### config.mk
export PLATFORM = sky130hd
export DESIGN_NAME = copro_fxmac_pipe
export DESIGN_NICKNAME = d
export VERILOG_FILES = /design/src/rtl/cvxif_instr_pkg.sv /design/src/rtl/copro_lfsr_step.sv /design/src/rtl/copro_fxmac_pipe.sv
export SDC_FILE = /design/constraint.sdc
export NUM_CORES = 2
export LEC_CHECK = 0
export ABC_AREA = 1
export CAP_MARGIN = 20
export CORE_MARGIN = 5
export CORE_UTILIZATION = 50
export CTS_BUF_LIST = sky130_fd_sc_hd__clkbuf_16
export DETAILED_ROUTE_END_ITERATION = 8
export PLACE_DENSITY_LB_ADDON = 0.1
export REMOVE_ABC_BUFFERS = 1
export SLEW_MARGIN = 20
export SYNTH_ARGS = -nofsm -noshare
export SYNTH_HDL_FRONTEND = slang
export SYNTH_SLANG_ARGS = --single-unit
export TNS_END_PERCENT = 20
### constraint.sdc
create_clock -name clk_i -period 18.95 [get_ports clk_i]
set_input_delay 3.79 -clock clk_i [delete_from_list [all_inputs] [get_ports clk_i]]
set_output_delay 3.79 -clock clk_i [all_outputs]
set_load 0.1 [all_outputs]
### src/rtl/cvxif_instr_pkg.sv
// Shared opcode encoding, LFSR constants and pipeline control payload for the
// CV-X-IF example coprocessor instruction units.
package cvxif_instr_pkg;

  typedef enum logic [2:0] {
    NOP    = 3'd0,
    FXMADD = 3'd1,
    FXSEED = 3'd2,
    FXGEN  = 3'd3
  } opcode_t;

  localparam int unsigned LfsrPrefixW    = 7;
  localparam logic [6:0]  LfsrSeedPrefix = 7'b1010101;

  // Feedback tap (1-based) for the XLEN+7 bit Fibonacci LFSR.
  function automatic int unsigned lfsr_tap(input int unsigned xlen);
    return (xlen == 32'd64) ? 32'd65 : 32'd35;
  endfunction

  // Control part of the per-stage payload; datapath fields depend on XLEN and
  // the hart/ID types, so those live alongside it in the unit itself.
  typedef struct packed {
    opcode_t    op;
    logic       we;
    logic [4:0] rd;
  } fxmac_ctrl_t;

endpackage

### src/rtl/copro_lfsr_step.sv
// Combinational N-step advance of a W-bit Fibonacci LFSR with feedback from
// the MSB and tap T.
module copro_lfsr_step #(
  parameter int unsigned W = 39,
  parameter int unsigned T = 35,
  parameter int unsigned N = 32
) (
  input  logic [W-1:0] state_i,
  output logic [W-1:0] state_o
);

  logic [W-1:0] s;

  always_comb begin
    s = state_i;
    for (int unsigned i = 0; i < N; i++) begin
      s = {s[W-2:0], s[W-1] ^ s[T-1]};
    end
    state_o = s;
  end

endmodule

### src/rtl/copro_fxmac_pipe.sv
// Pipelined fixed-point multiply-add and LFSR PRNG coprocessor unit.
// Define COPRO_FXMAC_SAT_EN for saturating FXMADD instead of wrapping.
module copro_fxmac_pipe
  import cvxif_instr_pkg::*;
#(
  parameter int unsigned XLEN        = 32,
  parameter int unsigned NrRgprPorts = 3,
  parameter int unsigned MulStages   = 2,
  parameter type         hartid_t    = logic,
  parameter type         id_t        = logic,
  parameter type         registers_t = logic [NrRgprPorts-1:0][XLEN-1:0]
) (
  input  logic            clk_i,
  input  logic            rst_ni,
  input  logic            valid_i,
  output logic            ready_o,
  input  registers_t      registers_i,
  input  opcode_t         opcode_i,
  input  logic [2:0]      funct3,
  input  logic [1:0]      funct2,
  input  hartid_t         hartid_i,
  input  id_t             id_i,
  input  logic [4:0]      rd_i,
  output logic            valid_o,
  input  logic            ready_i,
  output logic [XLEN-1:0] result_o,
  output hartid_t         hartid_o,
  output id_t             id_o,
  output logic [4:0]      rd_o,
  output logic            we_o
);

  if (XLEN != 32 && XLEN != 64) begin : g_bad_xlen
    $error("copro_fxmac_pipe: XLEN must be 32 or 64");
  end
  if (NrRgprPorts < 3) begin : g_bad_ports
    $error("copro_fxmac_pipe: NrRgprPorts must be at least 3");
  end
  if (MulStages < 1) begin : g_bad_stages
    $error("copro_fxmac_pipe: MulStages must be at least 1");
  end

  localparam int unsigned LfsrW = XLEN + LfsrPrefixW;
  localparam int unsigned LfsrT = lfsr_tap(XLEN);

  typedef struct packed {
    logic              valid;
    fxmac_ctrl_t       ctrl;
    logic [4:0]        sh;
    logic [XLEN-1:0]   gen;
    logic [XLEN-1:0]   addend;
    logic [2*XLEN-1:0] prod;
  } stage_t;

  logic             stall;
  logic             accept;
  logic [4:0]       sh;
  logic [XLEN-1:0]  rs1;
  logic [XLEN-1:0]  rs2;
  logic [XLEN-1:0]  rs3;
  logic [LfsrW-1:0] lfsr_q;
  logic [LfsrW-1:0] lfsr_d;
  logic [LfsrW-1:0] lfsr_adv;
  stage_t           stage_d;
  stage_t           last;
  stage_t           stage_q [MulStages];
  hartid_t          hart_q  [MulStages];
  id_t              id_q    [MulStages];
  logic [XLEN-1:0]  mac_res;
  logic [XLEN-1:0]  res_d;

  assign stall   = valid_o & ~ready_i;
  assign ready_o = ~stall;
  assign accept  = valid_i & ready_o;
  assign sh      = {funct2, funct3};
  assign rs1     = registers_i[0];
  assign rs2     = registers_i[1];
  assign rs3     = registers_i[2];

  // Issue stage: unrecognised opcodes enter as a bubble and are thus dropped.
  always_comb begin
    stage_d         = '0;
    stage_d.ctrl.op = opcode_i;
    stage_d.sh      = sh;
    case (opcode_i)
      NOP, FXSEED: begin
        stage_d.valid = accept;
      end
      FXMADD: begin
        stage_d.valid   = accept;
        stage_d.ctrl.we = 1'b1;
        stage_d.ctrl.rd = rd_i;
        stage_d.prod    = {{XLEN{rs1[XLEN-1]}}, rs1} * {{XLEN{rs2[XLEN-1]}}, rs2};
        stage_d.addend  = rs3;
      end
      FXGEN: begin
        stage_d.valid   = accept;
        stage_d.ctrl.we = 1'b1;
        stage_d.ctrl.rd = rd_i;
        stage_d.gen     = {1'b0, lfsr_q[XLEN-2:0]} >> sh;
      end
      default: ;
    endcase
  end

  copro_lfsr_step #(
    .W(LfsrW),
    .T(LfsrT),
    .N(XLEN)
  ) u_lfsr_step (
    .state_i(lfsr_q),
    .state_o(lfsr_adv)
  );

  always_comb begin
    lfsr_d = lfsr_q;
    if (accept) begin
      case (opcode_i)
        FXSEED:  lfsr_d = {LfsrSeedPrefix, rs1};
        FXGEN:   lfsr_d = lfsr_adv;
        default: ;
      endcase
    end
  end

  assign last = stage_q[MulStages-1];

`ifdef COPRO_FXMAC_SAT_EN
  localparam logic [XLEN-1:0] SatMax = {1'b0, {(XLEN-1){1'b1}}};
  localparam logic [XLEN-1:0] SatMin = {1'b1, {(XLEN-1){1'b0}}};

  logic [2*XLEN-1:0] q_full;
  logic [XLEN-1:0]   q_sat;
  logic [XLEN:0]     sum;

  // Overflow whenever the bits above the XLEN sign bit differ from it.
  always_comb begin
    q_full = $signed(last.prod) >>> last.sh;
    if (q_full[2*XLEN-1:XLEN-1] != {(XLEN+1){q_full[2*XLEN-1]}}) begin
      q_sat = q_full[2*XLEN-1] ? SatMin : SatMax;
    end else begin
      q_sat = q_full[XLEN-1:0];
    end
    sum = {q_sat[XLEN-1], q_sat} + {last.addend[XLEN-1], last.addend};
    if (sum[XLEN] != sum[XLEN-1]) begin
      mac_res = sum[XLEN] ? SatMin : SatMax;
    end else begin
      mac_res = sum[XLEN-1:0];
    end
  end
`else
  assign mac_res = XLEN'($signed(last.prod) >>> last.sh) + last.addend;
`endif

  assign res_d = (last.ctrl.op == FXMADD) ? mac_res : last.gen;

  // The whole pipe, LFSR excepted, advances only when the output is free.
  always_ff @(posedge clk_i) begin
    if (!rst_ni) begin
      for (int unsigned i = 0; i < MulStages; i++) begin
        stage_q[i] <= '0;
        hart_q[i]  <= '0;
        id_q[i]    <= '0;
      end
      lfsr_q   <= {LfsrSeedPrefix, XLEN'(1)};
      valid_o  <= 1'b0;
      result_o <= '0;
      we_o     <= 1'b0;
      rd_o     <= '0;
      hartid_o <= '0;
      id_o     <= '0;
    end else begin
      lfsr_q <= lfsr_d;
      if (!stall) begin
        stage_q[0] <= stage_d;
        hart_q[0]  <= hartid_i;
        id_q[0]    <= id_i;
        for (int unsigned i = 1; i < MulStages; i++) begin
          stage_q[i] <= stage_q[i-1];
          hart_q[i]  <= hart_q[i-1];
          id_q[i]    <= id_q[i-1];
        end
        valid_o <= last.valid;
        if (last.valid) begin
          result_o <= res_d;
          we_o     <= last.ctrl.we;
          rd_o     <= last.ctrl.rd;
          hartid_o <= hart_q[MulStages-1];
          id_o     <= id_q[MulStages-1];
        end
      end
    end
  end

endmodule

==> results.cfg <==
[outcome]
outcome = complete, no violations

[drt]
wire_per_inst_um = 19.76
firstDrtPassIters = 8
vias_per_cell = 5.177
drcViolationCount = 0
vias = 45510
first_iter_violations = 3348
drtAntennaViolNets = 0
totalWireLength_um = 173700

[timing]
max_freq_mhz = 85.74
relSlewSlack_pct = 29.13
rsz0062_at_grt = false
layout_setup_ws_ns = 7.286
skew_ns = 0.02849
maxSlewViolCount = 0
period_share_pct = 61.55
fin_tns_setup_ns = 0
timing.final.crit_period_ns = 11.66
setup_viol = 0
tightest_slew_ns = 1.060
hold_viol_final = 0

[placement]
hpwlAfterDp_um = 138700
io_buffers = 156
place_congestion = 0.9554
dp_cells = 8718
dpl_worst_slack_ns = 6.704

[critical_path]
crit_chain = clkdlybuf4s50_1 -> nand2_1 -> inv_1 -> fa_1 -> fa_1 -> fa_1 -> fa_1 -> inv_1 -> fa_1 -> fa_1 -> fa_1 -> fa_1 -> inv_1 -> ha_1 -> nand2_1 -> nor2_1 -> inv_1 -> nor2_1 -> inv_1 -> nor4_1 -> nand2_1 -> a21oi_1 -> nor2_1
cp.required_ns = 19.27
crit_path_frequent_cell = fa_1
ff2ff_setup_slack_ns = 13.49
worstReg2RegStart = stage_q[0][271]$_SDFFCE_PN0P_
r2r-end = result_o[30]$_SDFFE_PN0P_
slowest_delay_ns = 0.95
worst-path-max-fanout = 13
arrival_ns = 11.98
worstRegToRegCells = 21
path_class = in -> reg
start_kind = primary input
critPathSlowestCell = fa_1
cp-end-kind = flop

[yosys]
synth_cell_type_count = 60
async_flop_share_pct = 0
synth_area_leader_cell = fa_1
netlist_area_um2 = 57950
ys_seq_area_share_pct = 17.58
synth-seq-cells = 366
avgSynthCellArea_um2 = 7.925
synth_top_area_share_pct = 37.10
synth.most_common_cell = inv_1
synth_edf_count = 286
ys_warn_count = 0
synth_common_cells = 1884 x inv_1, 1770 x nand2_1, 1074 x fa_1
synth_flop_cell = edfxtp_1
ys_top_cells_by_area = fa_1 37%, edfxtp_1 15%, inv_1 12%
synth_cells = 7313

[die]
pin_count = 157
core_area_um2 = 115600
die_h_um = 350.5
start_util_pct = 50.14
die_area_um2 = 122800
rows = 125
die_w_um = 350.5

[final_layout]
drive_gt1_share_pct = 2.780
synthToLayoutAreaGrowth_pct = 6.803
final_nets = 8637
final_cell_count_no_fill = 8791

[cts]
h-tree-depth = 2
cts_resized = 0
root_buffer = clkbuf_16
post_cts_buffers = 0
cts-buffers-inserted = 39
ctsHoldBuffers = 0
path_clk_slew_ns = 0.07
clock_sinks = 366
cts.path.max_buffers = 3
cts_tree = yes
clkLatencyLatePin_ns = 0.57

[min_path]
hold_start = result_o[8]$_SDFFE_PN0P_
holdPathStages = 2
hold_end = result_o[8]$_SDFFE_PN0P_
hold_path_class = reg -> reg

[global_routing]
grt_usage_pct = 28.83
grt-ovfl-total = 0
grt_max_degree = 84
antenna_found_initial = 1
grt_pass1_vias = 47970
grt_pass1_wl_um = 274700

[run]
drv_cap = 0
kinds of logic (layout without fill, tap and decap cells):
| group | Yosys count | after routing | synth area share [%] |
|---|---|---|---|
| buffers and inverters | 2255 | 2208 | 14.86 |
| AND/OR/NAND/NOR | 2574 | 2574 | 17.54 |
| multiplexers | 26 | 26 | 0.4491 |
| other | 0 | 1 | 0 |
| AO/OA/AOI/OAI | 775 | 775 | 7.418 |
| XOR/XNOR | 30 | 30 | 0.4534 |
| flip-flops | 366 | 366 | 17.58 |
| adder cells (fa/ha/maj) | 1287 | 1287 | 41.70 |
worst max path at each step:
stage | cells past startpoint | to | slack, ns | start
after floorplan | 3 | valid_o$_SDFFE_PN0N_ | 8.03 | ready_i
after global placement | 25 | stage_q[0][53]$_SDFFCE_PN0P_ | 6.76 | registers_i[34]
after detailed placement | 25 | stage_q[0][53]$_SDFFCE_PN0P_ | 6.70 | registers_i[34]
after CTS | 23 | stage_q[0][54]$_SDFFCE_PN0P_ | 7.27 | registers_i[34]
after global routing | 26 | stage_q[0][62]$_SDFFCE_PN0P_ | 6.67 | registers_i[34]
final | 23 | stage_q[0][54]$_SDFFCE_PN0P_ | 7.29 | registers_i[34]
sequential cells by signal, indices dropped and copies added, names as in the netlist:
signal / cells
hart_q: 2
hartid_o: 1
id_o: 1
id_q: 2
lfsr_q: 39
rd_o: 5
result_o: 32
stage_q: 282
valid_o: 1
we_o: 1
final cells by class:
| class | instances | area (um^2) |
|---|---|---|
| sequential | 366 | 10190 |
| clock buffer | 39 | 975.9 |
| inverter | 1900 | 7137 |
| tap | 1524 | 1907 |
| timing repair buffer | 236 | 2132 |
| clock inverter | 33 | 376.6 |
| antenna | 1 | 2.502 |
| fill | 11180 | 53680 |
| multi-input combinational | 4692 | 39180 |
stage by stage:
stage	utilization [%]	hold slack, ns	cell area [um^2]
after floorplan	-	0.4474	56480
after global placement	52.38	0.4542	60540
after detailed placement	52.38	0.4567	60540
after CTS	53.55	0.4669	61890
after global routing	53.55	0.4852	61890
final	53.55	0.4648	61900
worst max-delay path, delay by kind of cell:
kind / cells / cell delay (ns)
and+or+nand+nor: 7 / 1.04
AOI/OAI and AO/OA: 1 / 0.14
buffers and inverters: 6 / 1.61
adders and majority gates: 9 / 5.37
cells in the final DEF, fill, tap and decap left out, types with 26 or more instances in the layout:
cell type,netlist,final
inv_1,1884,1893
nand2_1,1770,1769
fa_1,1074,1074
nor2_1,516,515
o21ai_0,300,300
edfxtp_1,286,286
a21oi_1,272,272
ha_1,213,213
nand3_1,203,203
clkdlybuf4s50_1,0,150
dfxtp_1,80,80
buf_4,13,80
a31oi_1,40,40
clkbuf_16,0,39
o211ai_1,37,37
o21a_1,37,37
mux2i_1,26,26
routing by layer:
layer	up-vias	global-route usage [%]	part of all wire [%]
li1	21340	-	-
met1	22540	38.73	42
met2	1358	49.44	48
met3	273	3.682	6.3
met4	0	8.335	3.3
met5	-	0	0
Power is not shown: default switching activity piles up to over one toggle a cycle in this logic, so the estimate is an artifact.
